`config.mk`:
```
export PLATFORM = sky130hd
export DESIGN_NAME = pipeline_hazard_ctrl
export DESIGN_NICKNAME = d
export VERILOG_FILES = /design/src/rtl/pipeline_hazard_ctrl.sv
export SDC_FILE = /design/constraint.sdc
export NUM_CORES = 1
export LEC_CHECK = 0
export BUFFER_PORTS_ARGS = -buffer_cell sky130_fd_sc_hd__buf_2
export CORE_ASPECT_RATIO = 1.5
export CORE_MARGIN = 8
export CORE_UTILIZATION = 43
export CTS_BUF_LIST = sky130_fd_sc_hd__clkbuf_4 sky130_fd_sc_hd__clkbuf_8 sky130_fd_sc_hd__clkbuf_16
export DETAILED_ROUTE_END_ITERATION = 7
export HOLD_SLACK_MARGIN = 0.03
export PLACE_DENSITY = 0.81
export SLEW_MARGIN = 0
export SYNTH_ARGS = -nofsm -noshare
export SYNTH_HDL_FRONTEND = slang
export SYNTH_SLANG_ARGS = --single-unit
```
`constraint.sdc`:
```
create_clock -name clk -period 1.96 [get_ports clk]
set_input_delay 0.098 -clock clk [delete_from_list [all_inputs] [get_ports clk]]
set_output_delay 0.098 -clock clk [all_outputs]
set_load 0.05 [all_outputs]
```
`src/rtl/pipeline_hazard_ctrl.sv`:
```
// -----------------------------------------------------------------------------
// pipeline_hazard_ctrl
//
// Central stall/flush sequencer for the 5-stage RISC-V pipeline. It drives the
// enable and flush inputs of the PC register and the IF/ID, ID/EX, EX/MEM and
// MEM/WB pipeline registers. It resolves load-use hazards, EX redirects and
// multi-cycle data-memory accesses, and a watchdog traps an access that
// never completes.
//
// Parameters:
//   MEM_TIMEOUT   consecutive memory-stall cycles tolerated before trapping
//                 (0 disables the watchdog, 8-bit range)
//
// Ports:
//   clk, reset                 clock, synchronous active-high reset
//   id_rs1, id_rs2             source registers of the instruction in ID
//   id_uses_rs1, id_uses_rs2   ID instruction actually reads rs1 / rs2
//   ex_rd, ex_memread          destination / is-load of the instruction in EX
//   ex_redirect                EX resolves a taken branch or JALR
//   mem_req, mem_ready         data-memory access in MEM and its completion
//   pc_en .. memwb_en          register load enables (combinational)
//   ifid_flush .. memwb_flush  load a bubble instead of data (combinational)
//   mem_err                    sticky watchdog trap (registered)
//   stall_cycles, flush_events performance counters (registered)
//
// Build option:
//   HAZARD_PERF_EN  when defined, the performance counters are implemented;
//                   otherwise they are tied to zero.
// -----------------------------------------------------------------------------
module pipeline_hazard_ctrl #(
    parameter int unsigned MEM_TIMEOUT = 16
) (
    input  logic        clk,
    input  logic        reset,
    input  logic [4:0]  id_rs1,
    input  logic [4:0]  id_rs2,
    input  logic        id_uses_rs1,
    input  logic        id_uses_rs2,
    input  logic [4:0]  ex_rd,
    input  logic        ex_memread,
    input  logic        ex_redirect,
    input  logic        mem_req,
    input  logic        mem_ready,
    output logic        pc_en,
    output logic        ifid_en,
    output logic        idex_en,
    output logic        exmem_en,
    output logic        memwb_en,
    output logic        ifid_flush,
    output logic        idex_flush,
    output logic        memwb_flush,
    output logic        mem_err,
    output logic [15:0] stall_cycles,
    output logic [15:0] flush_events
);

    typedef enum logic [1:0] {
        ST_RUN      = 2'd0,
        ST_MEM_WAIT = 2'd1,
        ST_ERROR    = 2'd2
    } state_t;

    localparam logic [7:0] TIMEOUT_C = 8'(MEM_TIMEOUT);

    state_t     state_q;
    state_t     state_d;
    logic [7:0] wait_cnt_q;
    logic [7:0] wait_cnt_d;
    logic       mem_err_q;
    logic       mem_err_d;

    logic memstall_s;
    logic loaduse_s;
    logic active_s;

    // Hazard detection terms shared by the FSM, the outputs and the counters.
    always_comb begin
        memstall_s = mem_req & ~mem_ready;
        loaduse_s  = ex_memread & (ex_rd != 5'd0) &
                     ((id_uses_rs1 & (id_rs1 == ex_rd)) |
                      (id_uses_rs2 & (id_rs2 == ex_rd)));
        // Hazard handling is live only outside reset and outside ERROR.
        active_s   = ~reset & ((state_q == ST_RUN) | (state_q == ST_MEM_WAIT));
    end

    // State register, watchdog counter and sticky error flag.
    always_ff @(posedge clk) begin
        if (reset) begin
            state_q    <= ST_RUN;
            wait_cnt_q <= 8'd0;
            mem_err_q  <= 1'b0;
        end else begin
            state_q    <= state_d;
            wait_cnt_q <= wait_cnt_d;
            mem_err_q  <= mem_err_d;
        end
    end

    // Next-state logic: memory wait tracking and watchdog trap.
    always_comb begin
        state_d    = state_q;
        wait_cnt_d = wait_cnt_q;
        mem_err_d  = mem_err_q;
        case (state_q)
            ST_RUN: begin
                if (memstall_s) begin
                    state_d    = ST_MEM_WAIT;
                    wait_cnt_d = 8'd1;
                end else begin
                    state_d    = ST_RUN;
                end
            end
            ST_MEM_WAIT: begin
                if (memstall_s) begin
                    // wait_cnt holds the number of stall cycles already
                    // completed, so matching TIMEOUT here means this is
                    // stall cycle TIMEOUT+1.
                    if ((TIMEOUT_C != 8'd0) && (wait_cnt_q == TIMEOUT_C)) begin
                        state_d   = ST_ERROR;
                        mem_err_d = 1'b1;
                    end else if (wait_cnt_q != 8'hFF) begin
                        wait_cnt_d = wait_cnt_q + 8'd1;
                    end else begin
                        wait_cnt_d = wait_cnt_q;
                    end
                end else begin
                    state_d    = ST_RUN;
                    wait_cnt_d = 8'd0;
                end
            end
            ST_ERROR: begin
                state_d   = ST_ERROR;
                mem_err_d = 1'b1;
            end
            default: begin
                // Unreachable encoding: fail safe into the trap state.
                state_d   = ST_ERROR;
                mem_err_d = 1'b1;
            end
        endcase
    end

    // Enable/flush outputs: zero-latency response from state and inputs.
    always_comb begin
        pc_en       = 1'b1;
        ifid_en     = 1'b1;
        idex_en     = 1'b1;
        exmem_en    = 1'b1;
        memwb_en    = 1'b1;
        ifid_flush  = 1'b0;
        idex_flush  = 1'b0;
        memwb_flush = 1'b0;
        if (reset) begin
            // Freeze everything but let clocked registers take bubbles.
            pc_en       = 1'b0;
            ifid_en     = 1'b0;
            idex_en     = 1'b0;
            exmem_en    = 1'b0;
            memwb_en    = 1'b0;
            ifid_flush  = 1'b1;
            idex_flush  = 1'b1;
            memwb_flush = 1'b1;
        end else if (!active_s) begin
            pc_en       = 1'b0;
            ifid_en     = 1'b0;
            idex_en     = 1'b0;
            exmem_en    = 1'b0;
            memwb_en    = 1'b0;
        end else if (memstall_s) begin
            // Freeze the front of the pipe; WB receives bubbles meanwhile.
            pc_en       = 1'b0;
            ifid_en     = 1'b0;
            idex_en     = 1'b0;
            exmem_en    = 1'b0;
            memwb_flush = 1'b1;
        end else if (ex_redirect) begin
            // PC loads the target; the two wrong-path instructions die.
            ifid_flush  = 1'b1;
            idex_flush  = 1'b1;
        end else if (loaduse_s) begin
            pc_en       = 1'b0;
            ifid_en     = 1'b0;
            idex_flush  = 1'b1;
        end else begin
            pc_en       = 1'b1;
        end
    end

    assign mem_err = mem_err_q;

`ifdef HAZARD_PERF_EN
    logic [15:0] stall_cnt_q;
    logic [15:0] stall_cnt_d;
    logic [15:0] flush_cnt_q;
    logic [15:0] flush_cnt_d;

    // Saturating performance counter next values.
    always_comb begin
        stall_cnt_d = stall_cnt_q;
        flush_cnt_d = flush_cnt_q;
        if (active_s && (memstall_s || loaduse_s) && (stall_cnt_q != 16'hFFFF)) begin
            stall_cnt_d = stall_cnt_q + 16'd1;
        end else begin
            stall_cnt_d = stall_cnt_q;
        end
        // A redirect is only acted on when no memory stall overrides it.
        if (active_s && ex_redirect && !memstall_s && (flush_cnt_q != 16'hFFFF)) begin
            flush_cnt_d = flush_cnt_q + 16'd1;
        end else begin
            flush_cnt_d = flush_cnt_q;
        end
    end

    // Performance counter registers.
    always_ff @(posedge clk) begin
        if (reset) begin
            stall_cnt_q <= 16'd0;
            flush_cnt_q <= 16'd0;
        end else begin
            stall_cnt_q <= stall_cnt_d;
            flush_cnt_q <= flush_cnt_d;
        end
    end

    assign stall_cycles = stall_cnt_q;
    assign flush_events = flush_cnt_q;
`else
    assign stall_cycles = 16'd0;
    assign flush_events = 16'd0;
`endif

endmodule

```
==> Word level (Yosys, flattened, before mapping) <==
Index checks and enable logic that the tools add are counted.
{ "op_classes": {"add_sub_neg": 1, "n_eq_ne": 11, "mux": 34, "n_bitwise": 11, "reduce_logical": 5} }
{ "op_table": {"columns": ["op", "n"], "rows": [
  ["8-bit two-way mux", 4],
  ["1-bit two-way mux", 25],
  ["8-bit case mux with 2 select lines", 1],
  ["5-bit == test", 2],
  ["8-bit by 1-bit adder with 8-bit output (second input constant)", 1],
  ["8-bit by 5-bit == test with 1-bit output (second input constant)", 1],
  ["8-bit != test (second input constant)", 1],
  ["1-bit bitwise AND", 6],
  ["3-bit by 2-bit != test with 1-bit output (second input constant)", 2],
  ["5-bit nonzero test", 1],
  ["2-bit two-way mux", 2],
  ["2-bit != test (second input constant)", 2],
  ["2-bit case mux with 2 select lines", 1],
  ["4-bit AND reduction", 1],
  ["3-bit != test (second input constant)", 1],
  ["1-bit NOT", 3],
  ["3-bit AND reduction", 1],
  ["2-bit by 1-bit == test with 1-bit output (second input constant)", 1],
  ["2-bit zero test", 1],
  ["2-bit by 1-bit != test with 1-bit output (second input constant)", 1],
  ["1-bit bitwise OR", 2],
  ["1-bit case mux with 2 select lines", 1],
  ["2-bit nonzero test", 1]
]} }
{ "totals": {"reg_bits": 11, "inputBits": 23, "output_inout_bits": 41, "word_cells": 65} }

==> Longest topological paths before layout <==
Gate-level depths: netlist of run 1.
{ "depth": {"depth_word": 9, "depth_mapped": 6, "mapped_depth_nobuf": 6} }

==> Least setup slack after synthesis of run 1 <==
No wires, ideal clock.
{ "synth_timing": {"path_kind": "reg-to-output", "from": "register state_q[1]", "to": "output idex_flush", "t_arrival_ns": 2.742, "required_ns": 1.862, "slack_ns": -0.880, "stages_incl_launch_ff": 5, "path_cell_list": "dfxtp_1 > buf_2 > nor3_1 > a21o_1 > o21bai_1"} }
{ "synth_via": {"elab_chain_cells": 5, "word_cells_on_any_way": 6} }
{ "synth_rtl": {"columns": ["item", "line", "rtl"], "rows": [
  ["start, declared", "65", "state_t state_q;"],
  ["start signal, assigned", "93", "state_q <= state_d;"],
  ["2-bit by 1-bit == test with 1-bit output or 2-bit zero test (tied branches)", "83", "active_s = ~reset & ((state_q == ST_RUN) | (state_q == ST_MEM_WAIT));"],
  ["1-bit bitwise OR *", "83", null],
  ["1-bit bitwise AND *", "83", null],
  ["1-bit two-way mux *", "163", "end else if (!active_s) begin"],
  ["1-bit two-way mux *", "153", "if (reset) begin"],
  ["end, declared", "50", "output logic idex_flush,"]
]} }
Every way passes the cells marked *; elsewhere a longest branch is shown, timed or not.

==> Worst setup path after layout of run 1 <==
Ends and elaborated chain as after synthesis.

==> reports/qor.csv, run 1 <==
stage,metric,value,unit
logic_synthesis,synth_top_cell_area_share,23.8,%
logic_synthesis,synth_edf_count,0,
drt,drt_iter0_drc,23,
drt,wl,2720,um
timing,hold_viol,0,
critical_path,slowest_stage,or4_1,
logic_synthesis,synth_top_cell_by_area,buf_4,
power_and_ir_drop,p_leak,0.506,nW
logic_synthesis,synth_area_leaders,"buf_4, dfxtp_1, xor2_1, nand3_1, nand2_1",
global_route,antenna_found_initial,0,
logic_synthesis,synth.distinct_cells,44,
cts,clk_pin_slew,0.08,ns
critical_path,worst-path-max-fanout,12,
timing,fmax,562,MHz
floorplanning,rows,22,
power_and_ir_drop,powerDensity,578,nW/um^2
critical_path,r2r_end,wait_cnt_q[4],
floorplanning,die-area,4480,um^2
hold_path,hold_path.class,input port to flip-flop,
cts,cts_hold_buf,0,
placed_design,dp.final_hpwl,2190,um
layout,drive_gt1_share,25.6,%
layout,fin_nets,194,
layout,finish.instance_area,1180,um^2
logic_synthesis,synth_ff_type,dfxtp_1,
layout,area_growth,6.34,%
cts,cts_buffer_depth,2,
logic_synthesis,ys_seq_area_share,19.9,%
cts,cts_resized,0,
logic_synthesis,synth.cell_area,1110,um^2
placed_design,portBuffers,31,
critical_path,crit_path_end_kind,output port,
placed_design,place_area,1150,um^2
logic_synthesis,async_flop_share,0,%
drt,num_vias,1053,
placed_design,place_congestion,0.817,
critical_path,ff2ff_path_depth,4,
drt,first_pass_iters,4,
critical_path,critPathRequiredTime,1.86,ns
outcome,status,completed,
hold_path,whs_endpoint,state_q[1],
critical_path,crit_path_max_incr_delay,0.57,ns
critical_path,crit_chain,or4_1 > o21bai_2 > buf_2,
critical_path,critPathKind,flip-flop to output port,
critical_path,critical_path_arrival,1.68,ns
layout,final_cells,192,
timing,slew_viol_final,0,
floorplanning,dieWidth,57.4,um
hold_path,hold_depth,2,
drt,routedWlPerCell,14.1,um
run,maxCapViolCount,0,
layout,diodes,0,
critical_path,startpoint_type,flip-flop,
global_route,grt_pass1_vias,1011,
critical_path,rr_startpoint,wait_cnt_q[7],
global_route,grt-ovfl-total,0,
timing,rsz0062_at_grt,false,
global_route,grt_use_total,11.9,%
timing,finalSetupTns,0,ns
cts,cts_tree,done,
cts,cts_setup_buffers,0,
cts,cts.sink_count,11,
hold_path,min_from,reset,
floorplanning,io_pins,64,
logic_synthesis,synth.yosys.warnings,0,
timing,setup_viol,0,
cts,cts_buffers,3,
timing,period_share,90.9,%
global_route,grt_pass1_wl,4300,um
floorplanning,die_h,78.1,um
cts,clkLatencyLatePin,0.29,ns
power_and_ir_drop,vdd.ir_drop.worst,0.324,mV
drt,drc,0,
logic_synthesis,syn_avg_cell_area,7.96,um^2
critical_path,r2r_setup_slack,0.31,ns
logic_synthesis,synth_cells,139,
floorplanning,start_util,45.1,%
critical_path,critPathTopFamily,simple AND/OR/NAND/NOR gates,
timing,fin_skew,0.0102,ns
floorplanning,core_region_area,2450,um^2
critical_path,cp.buffers_inverters,1,
timing,fin_crit,1.78,ns
drt,vias_per_cell,5.48,
logic_synthesis,ys_seq_elements,11,
placed_design,dp.cells,188,
global_route,grt_max_degree,17,
cts,htreeDepth,1,
drt,postRouteAntennaNets,0,
cts,clockRootBuffer,clkbuf_4,
[flip-flops by register name, indices dropped and copies added (netlist names)]
| register | flops |
|---|---|
| mem_err | 1 |
| wait_cnt_q | 8 |
| state_q | 2 |
[worst max path at each step]
stage / slack [ns] / from / depth (start not counted) / endpoint
final: 0.18 / state_q[1] / 3 / idex_flush
after detailed placement: 0.34 / wait_cnt_q[7] / 4 / mem_err
after global placement: 0.36 / ex_rd[3] / 6 / ifid_en
after global routing: 0.12 / state_q[1] / 3 / idex_flush
after floorplan: 0.03 / state_q[1] / 4 / idex_flush
after CTS: 0.18 / state_q[1] / 3 / idex_flush
[kinds of logic after synthesis]
logic type | share of synthesized area, %
other | 0.339
AO/OA/AOI/OAI | 21.2
XOR/XNOR | 7.92
buffers and inverters | 27.6
adder cells (fa/ha/maj) | 2.26
flip-flops | 19.9
AND/OR/NAND/NOR | 20.8
[cells in the mapped netlist, types with 3 or more instances]
cell type / n
xor2_1: 8
nand3_1: 7
a21oi_1: 5
nand2_1: 8
buf_4: 35
inv_1: 6
o21ai_0: 5
nor4_1: 4
a31oi_1: 3
nor3_1: 3
dfxtp_1: 11
[layout by cell type (no fill, tap or decap), drive strengths merged, types with 3 or more instances in the layout]
master / count
nand2: 8
a21oi: 5
nand3: 7
nor4: 4
a31oi: 3
conb: 32
nor3: 3
or4: 3
clkbuf: 3
inv: 6
o21ai: 5
dfxtp: 11
xor2: 8
buf: 32
[power breakdown]
| group | switching [W] | total [W] | internal (W) |
|---|---|---|---|
| clock | 0.0000884 | 0.000164 | 0.0000760 |
| sequential | 0.00000427 | 0.000230 | 0.000226 |
| combinational | 0.000230 | 0.000285 | 0.0000547 |
| total | 0.000323 | 0.000679 | 0.000357 |
[area by class of cell]
type / count / area (um^2)
inverter: 6 / 22.5
fill: 258 / 1270
clock inverter: 1 / 5.00
clock buffer: 3 / 22.5
timing repair buffer: 32 / 163
multi-input combinational: 115 / 713
tap: 24 / 30.0
sequential: 11 / 220
[per-layer routing]
metal	track usage (%)	wire length, um
met1	11.2	1050
met5	0	0
met3	4.24	309
met4	9.82	78
met2	20.3	1280
[per-stage QoR]
stage	utilization, %	power (W)	setup slack (ns)	hold WS, ns
floorplan	-	0.000518	0.0277	0.265
global placement	46.9	0.000516	0.364	0.440
detailed placement	46.9	0.000517	0.341	0.454
CTS	48.0	0.000681	0.180	0.175
global route	48.0	0.000716	0.118	0.208
finish	48.0	0.000679	0.179	0.181
Note: power is estimated with default switching activity, not from simulation.
==> run 2, diff against run 1 <==
Settings changed: CAP_MARGIN set to 20, PLACE_DENSITY 0.81 to 0.87.
==> run 2 against run 1 <==
Final area is 0.85% higher; utilization increased by 0.41 points; clock skew down 0.0089 ns; largest cell class unchanged.
==> reports/qor.csv, run 2 (synthesis results as in run 1) <==
stage,metric,value,unit,change
outcome,status,completed,,unchanged
timing,worst_pin_slew,0.521,ns,
layout,fin_nets,195,,was 194
floorplanning,core_region_area,2450,um^2,unchanged
global_route,antenna_found_initial,0,,unchanged
drt,highest-signal-layer,met4,,unchanged
timing,hold_viol,0,,unchanged
critical_path,slowest_stage,or4_1,,unchanged
floorplanning,rows,22,,unchanged
layout,top_register,wait_cnt_q,,unchanged
timing,period_share,90.5,%,was 90.9%
cts,htreeDepth,1,,unchanged
drt,wl_met3,356,um,was 309 um
layout,drive_gt1_share,26.0,%,was 25.6%
layout,area_growth,7.24,%,was 6.34%
critical_path,critPathKind,flip-flop to output port,,unchanged
drt,num_vias,1094,,was 1053
drt,wl_met2,1370,um,was 1280 um
global_route,grt_pass1_wl,4620,um,was 4300 um
floorplanning,io_pins,64,,unchanged
drt,wl,2880,um,was 2720 um
layout,final_cells,193,,was 192
global_route,grt_pass1_vias,1059,,was 1011
power_and_ir_drop,vdd.ir_drop.worst,0.368,mV,was 0.324 mV
timing,fin_crit,1.77,ns,was 1.78 ns
layout,diodes,0,,unchanged
cts,cts_buffers,3,,unchanged
power_and_ir_drop,powerDensity,585,nW/um^2,was 578 nW/um^2
power_and_ir_drop,p_leak,0.512,nW,was 0.506 nW
critical_path,critical_path_arrival,1.68,ns,about the same
floorplanning,start_util,45.1,%,unchanged
timing,rsz0062_at_grt,false,,unchanged
layout,nFillCells,250,,was 258
critical_path,crit_path_end_kind,output port,,unchanged
layout,multi_input_area,713,um^2,unchanged
timing,finalSetupTns,0,ns,unchanged
placed_design,portBuffers,31,,unchanged
cts,clkLatencyLatePin,0.28,ns,was 0.29 ns
timing,fin_skew,0.00128,ns,was 0.0102 ns
critical_path,crit_chain,or4_1 > o21bai_2 > buf_2,,unchanged
hold_path,hold_depth,2,,unchanged
global_route,grt_use_total,12.5,%,was 11.9%
timing,slew_viol_final,0,,unchanged
drt,first_pass_iters,6,,was 4
cts,cts_tree,done,,unchanged
placed_design,place_congestion,0.888,,was 0.817
timing,whs,0.193,ns,was 0.181 ns
layout,register_area,220,um^2,unchanged
timing,timing.slew.headroom,65.3,%,
critical_path,worst-path-max-fanout,12,,unchanged
hold_path,hold_path.class,input port to flip-flop,,unchanged
global_route,grt-ovfl-total,0,,unchanged
critical_path,crit_path_max_incr_delay,0.58,ns,was 0.57 ns
placed_design,dp.cells,189,,was 188
floorplanning,die-area,4480,um^2,unchanged
critical_path,ff2ff_path_depth,4,,unchanged
cts,cts_setup_buffers,0,,unchanged
layout,mostFrequentLayoutCell,conb_1,,unchanged
run,maxCapViolCount,0,,unchanged
timing,setup_viol,0,,unchanged
critical_path,critPathRequiredTime,1.86,ns,about the same
cts,cts_hold_buf,0,,unchanged
timing,fmax,564,MHz,was 562 MHz
floorplanning,die_h,78.1,um,unchanged
floorplanning,dieWidth,57.4,um,unchanged
drt,drc,0,,unchanged
drt,routedWlPerCell,14.9,um,was 14.1 um
cts,cts_resized,0,,unchanged
cts,cts_buffer_depth,2,,unchanged
critical_path,cp_num_cells,3,,unchanged
layout,largest_reg_flops,8,,unchanged
cts,cts.sink_count,11,,unchanged
drt,met1_length,1100,um,was 1050 um
critical_path,critPathTopFamily,simple AND/OR/NAND/NOR gates,,unchanged
drt,vias_per_cell,5.67,,was 5.48
drt,drt_iter0_drc,23,,unchanged
layout,layout_common_cells,"conb_1, buf_2, dfxtp_1",,unchanged
layout,final_util,48.4,%,was 48.0%
drt,postRouteAntennaNets,0,,unchanged
global_route,grt_max_degree,17,,unchanged
critical_path,cp.buffers_inverters,1,,unchanged
cts,clk_pin_slew,0.07,ns,was 0.08 ns
critical_path,startpoint_type,flip-flop,,unchanged
cts,clockRootBuffer,clkbuf_4,,unchanged
placed_design,dp.final_hpwl,2290,um,was 2190 um
-- run 2: cell types whose count changed in the layout (fill, tap and decap cells not counted), sizes merged --
| cell | change |
|---|---|
| clkbuf | +1 |
| buf | +1 |
| clkinv | -1 |
-- run 2: final timing paths --
check / start / endpoint / slack [ns]
max: state_q[1] / idex_flush / 0.19
min: reset / state_q[1] / 0.19
max reg2reg: wait_cnt_q[7] / wait_cnt_q[4] / 0.28
min reg2reg: mem_err / mem_err / 0.45
-- run 2: report_power, final --
part,switching [W],total (W),internal [W]
Sequential,0.00000473,0.000231,0.000226
Clock,0.0000847,0.000178,0.0000929
Combinational,0.000231,0.000285,0.0000545
Total,0.000320,0.000694,0.000374
-- run 2: cell type report --
type                            count  area share, %
Inverter                            6           1.90
Sequential cell                    11           18.6
Tap cell                           24           2.53
Clock buffer                        4           2.53
Timing Repair Buffer               33           14.3
Multi-Input combinational cell    115           60.1
-- run 2: layer usage --
metal  vias up  global-route usage, %
met5         -                      0
met4         0                   6.80
met3         8                   5.06
met2        79                   22.1
met1       507                   11.8
li1        500                      -
-- run 2: metrics by stage --
stage	area, um^2	power (W)	setup slack (ns)
6_report	1190	0.000694	0.186
5_1_grt	1190	0.000722	0.150
4_1_cts	1190	0.000692	0.182
3_5_place_dp	1160	0.000518	0.316
3_3_place_gp	1160	0.000516	0.376
2_1_floorplan	1240	0.000518	0.0277
==> run 3, diff against run 2 <==
Settings changed: ABC_AREA set to 1, PLACE_DENSITY 0.87 to 0.85.
==> run 3 against run 2 <==
Synthesized cell count rose by 42%; routed wire length up 3.5%; sequential share of layout area decreased by 2.1 points; fmax up 17%; count of clock-buffer cells in the layout stayed put; register-to-register slack better by 0.16 ns; via count up 8.0%; clock skew about the same; synthesized area rose by 10%; highest routed layer unchanged; non-clock buffer count decreased by 2.
==> reports/qor.csv, run 3 <==
stage,metric,value,unit,change
hold_path,hold_path.class,input port to flip-flop,,unchanged
critical_path,critical_path_arrival,1.69,ns,was 1.68 ns
drt,drc,0,,unchanged
logic_synthesis,syn_avg_cell_area,6.16,um^2,was 7.96 um^2
layout,largest_reg_flops,8,,unchanged
timing,finalSetupTns,0,ns,unchanged
global_route,grt_use_total,11.9,%,was 12.5%
hold_path,min_from,reset,,unchanged
logic_synthesis,synth_area_leaders,"buf_4, dfxtp_1, nand2_1, nor2_1, inv_1",,"was buf_4, dfxtp_1, xor2_1, nand3_1, nand2_1"
global_route,grt_pass1_vias,1126,,was 1059
layout,register_area,220,um^2,unchanged
timing,hold_viol,0,,unchanged
cts,htreeDepth,1,,unchanged
timing,fin_skew,0.00176,ns,was 0.00128 ns
critical_path,crit_path_end_kind,flip-flop,,was output port
critical_path,r2r_end,wait_cnt_q[3],,was wait_cnt_q[4]
cts,cts_tree,done,,unchanged
logic_synthesis,ys_seq_area_share,18.1,%,was 19.9%
layout,area_growth,9.54,%,was 7.24%
logic_synthesis,synthSimpleGateAreaFrac,38.1,%,was 20.8%
layout,diodes,0,,unchanged
critical_path,critPathKind,flip-flop to flip-flop,,was flip-flop to output port
floorplanning,dieWidth,59.5,um,was 57.4 um
hold_path,whs_endpoint,wait_cnt_q[1],,was state_q[1]
logic_synthesis,synth_ff_type,dfxtp_1,,unchanged
run,maxCapViolCount,0,,unchanged
logic_synthesis,synth_top_cell_area_share,20.9,%,was 23.8%
timing,setup_viol,0,,unchanged
timing,slew_viol_final,0,,unchanged
global_route,grt_pass1_wl,4600,um,was 4620 um
power_and_ir_drop,switching_share,43.6,%,was 46.1%
cts,clk_pin_slew,0.05,ns,was 0.07 ns
logic_synthesis,synth_cells,198,,was 139
critical_path,startpoint_type,flip-flop,,unchanged
floorplanning,start_util,45.6,%,was 45.1%
power_and_ir_drop,p_int,0.000439,W,was 0.000374 W
critical_path,ff2ff_path_depth,9,,was 4
logic_synthesis,async_flop_share,0,%,unchanged
drt,vias_per_cell,4.44,,was 5.67
cts,cts_buffers,3,,unchanged
power_and_ir_drop,power_frac_seq,30.0,%,was 33.3%
layout,multi_input_area,779,um^2,was 713 um^2
power_and_ir_drop,powerDensity,583,nW/um^2,was 585 nW/um^2
layout,final_util,49.9,%,was 48.4%
power_and_ir_drop,report.power.total,0.000778,W,was 0.000694 W
floorplanning,rows,23,,was 22
drt,postRouteAntennaNets,0,,unchanged
timing,rsz0062_at_grt,false,,unchanged
logic_synthesis,synthMuxAreaShare,0,%,unchanged
logic_synthesis,yosys.area_share.adder,2.05,%,was 2.26%
logic_synthesis,synth_top_family_by_area,simple AND/OR/NAND/NOR gates,,was buffers and inverters
logic_synthesis,synth-compound-area-share,9.64,%,was 21.2%
timing,period_share,77.3,%,was 90.5%
timing,fmax,660,MHz,was 564 MHz
layout,drive_gt1_share,24.0,%,was 26.0%
cts,clkLatencyLatePin,0.24,ns,was 0.28 ns
global_route,grt-ovfl-total,0,,unchanged
drt,wl,2980,um,was 2880 um
cts,cts_setup_buffers,0,,unchanged
timing,whs,0.211,ns,was 0.193 ns
placed_design,portBuffers,31,,unchanged
logic_synthesis,synth.cell_area,1220,um^2,was 1110 um^2
critical_path,critPathRequiredTime,2.14,ns,was 1.86 ns
layout,nFillCells,288,,was 250
logic_synthesis,synth_edf_count,0,,unchanged
placed_design,dp.final_hpwl,2550,um,was 2290 um
power_and_ir_drop,clkPwrFrac,30.6,%,was 25.6%
global_route,antenna_found_initial,0,,unchanged
cts,clockRootBuffer,clkbuf_8,,was clkbuf_4
placed_design,place_congestion,0.952,,was 0.888
logic_synthesis,synth.yosys.warnings,0,,unchanged
power_and_ir_drop,vdd.ir_drop.worst,0.401,mV,was 0.368 mV
drt,drt_iter0_drc,37,,was 23
drt,first_pass_iters,4,,was 6
outcome,status,completed,,unchanged
cts,cts_resized,0,,unchanged
critical_path,r2r_setup_slack,0.44,ns,was 0.28 ns
drt,routedWlPerCell,11.2,um,was 14.9 um
logic_synthesis,synthXorXnorAreaFrac,3.59,%,was 7.92%
logic_synthesis,ys_top_cells_by_count,"nand2_1, buf_4, nor2_1",,"was buf_4, dfxtp_1, nand2_1, xor2_1, nand3_1"
layout,top_register,wait_cnt_q,,unchanged
floorplanning,die-area,4830,um^2,was 4480 um^2
timing,fin_crit,1.52,ns,was 1.77 ns
cts,cts_buffer_depth,2,,unchanged
logic_synthesis,synth.distinct_cells,25,,was 44
cts,cts.sink_count,11,,unchanged
global_route,grt_max_degree,12,,was 17
hold_path,hold_depth,2,,unchanged
floorplanning,die_h,81.2,um,was 78.1 um
floorplanning,io_pins,64,,unchanged
logic_synthesis,synth.most_common_cell,nand2_1,,was buf_4
drt,num_vias,1182,,was 1094
placed_design,place_ws,0.442,ns,was 0.316 ns
floorplanning,core_region_area,2680,um^2,was 2450 um^2
logic_synthesis,ys_seq_elements,11,,unchanged
cts,cts_hold_buf,0,,unchanged
timing,fin_ws,0.445,ns,was 0.186 ns
power_and_ir_drop,p_leak,0.685,nW,was 0.512 nW
critical_path,rr_startpoint,wait_cnt_q[0],,was wait_cnt_q[7]
critical_path,worst-path-max-fanout,8,,was 12
power_and_ir_drop,switchingPower,0.000340,W,was 0.000320 W
layout,fin_nets,255,,was 195
power_and_ir_drop,combPwrFrac,39.4,%,was 41.1%
logic_synthesis,synth_top_cell_by_area,buf_4,,unchanged
layout,mostFrequentLayoutCell,nand2_1,,was conb_1
layout,layout_common_cells,"nand2_1, conb_1, buf_2",,"was conb_1, buf_2, dfxtp_1"
[run 3: metrics by stage]
stage	cell area, um^2	std cells
after floorplan	1350	229
after global placement	1290	262
after detailed placement	1290	262
after CTS	1340	266
after global routing	1340	266
final	1340	266
[run 3: critical path, cell delays in order (launching register included)]
cell and delay [ns]:
dfxtp_1 0.42, ha_1 0.20, nand2_1 0.07, inv_1 0.15, nand2_2 0.11, nor2_4 0.13, inv_2 0.06, nand2_4 0.10
nand2_1 0.07, a21oi_2 0.13
[run 3: worst max-delay path by stage]
stage / end / start / cells after the start
5_1_grt: wait_cnt_q[7] / wait_cnt_q[0] / 9
6_report: wait_cnt_q[3] / wait_cnt_q[0] / 9
3_3_place_gp: idex_flush / mem_req / 9
2_1_floorplan: pc_en / mem_ready / 7
4_1_cts: idex_flush / state_q[1] / 6
3_5_place_dp: idex_flush / mem_ready / 10
[run 3: cell type report]
| cell class | instances | area share, % |
|---|---|---|
| Sequential cell | 11 | 16.5 |
| Timing Repair Buffer | 31 | 11.6 |
| Inverter | 23 | 6.46 |
| Tap cell | 37 | 3.46 |
| Clock buffer | 4 | 3.65 |
| Multi-Input combinational cell | 160 | 58.3 |
[run 3: logic make-up (layout without fill, tap and decap cells)]
logic type      count (synthesis)  count (layout)
compound gates                 18              18
xor+xnor                        5               5
fa+ha+maj                       2               2
buf+inv                        58              58
flops                          11              11
other cells                     1              32
simple gates                  103             103
[run 3: power by group through the flow]
stage | clock network, W | logic [W] | registers [W]
2_1_floorplan | 0 | 0.000306 | 0.000236
3_3_place_gp | 0 | 0.000303 | 0.000237
3_5_place_dp | 0 | 0.000304 | 0.000237
4_1_cts | 0.000249 | 0.000305 | 0.000233
5_1_grt | 0.000255 | 0.000329 | 0.000233
6_report | 0.000238 | 0.000306 | 0.000234
[run 3: metal layers]
| layer | wire [um] | global-route usage [%] |
|---|---|---|
| met5 | 0 | 0 |
| met4 | 90 | 8.87 |
| met3 | 278 | 2.53 |
| met2 | 1540 | 21.5 |
| met1 | 1080 | 11.5 |
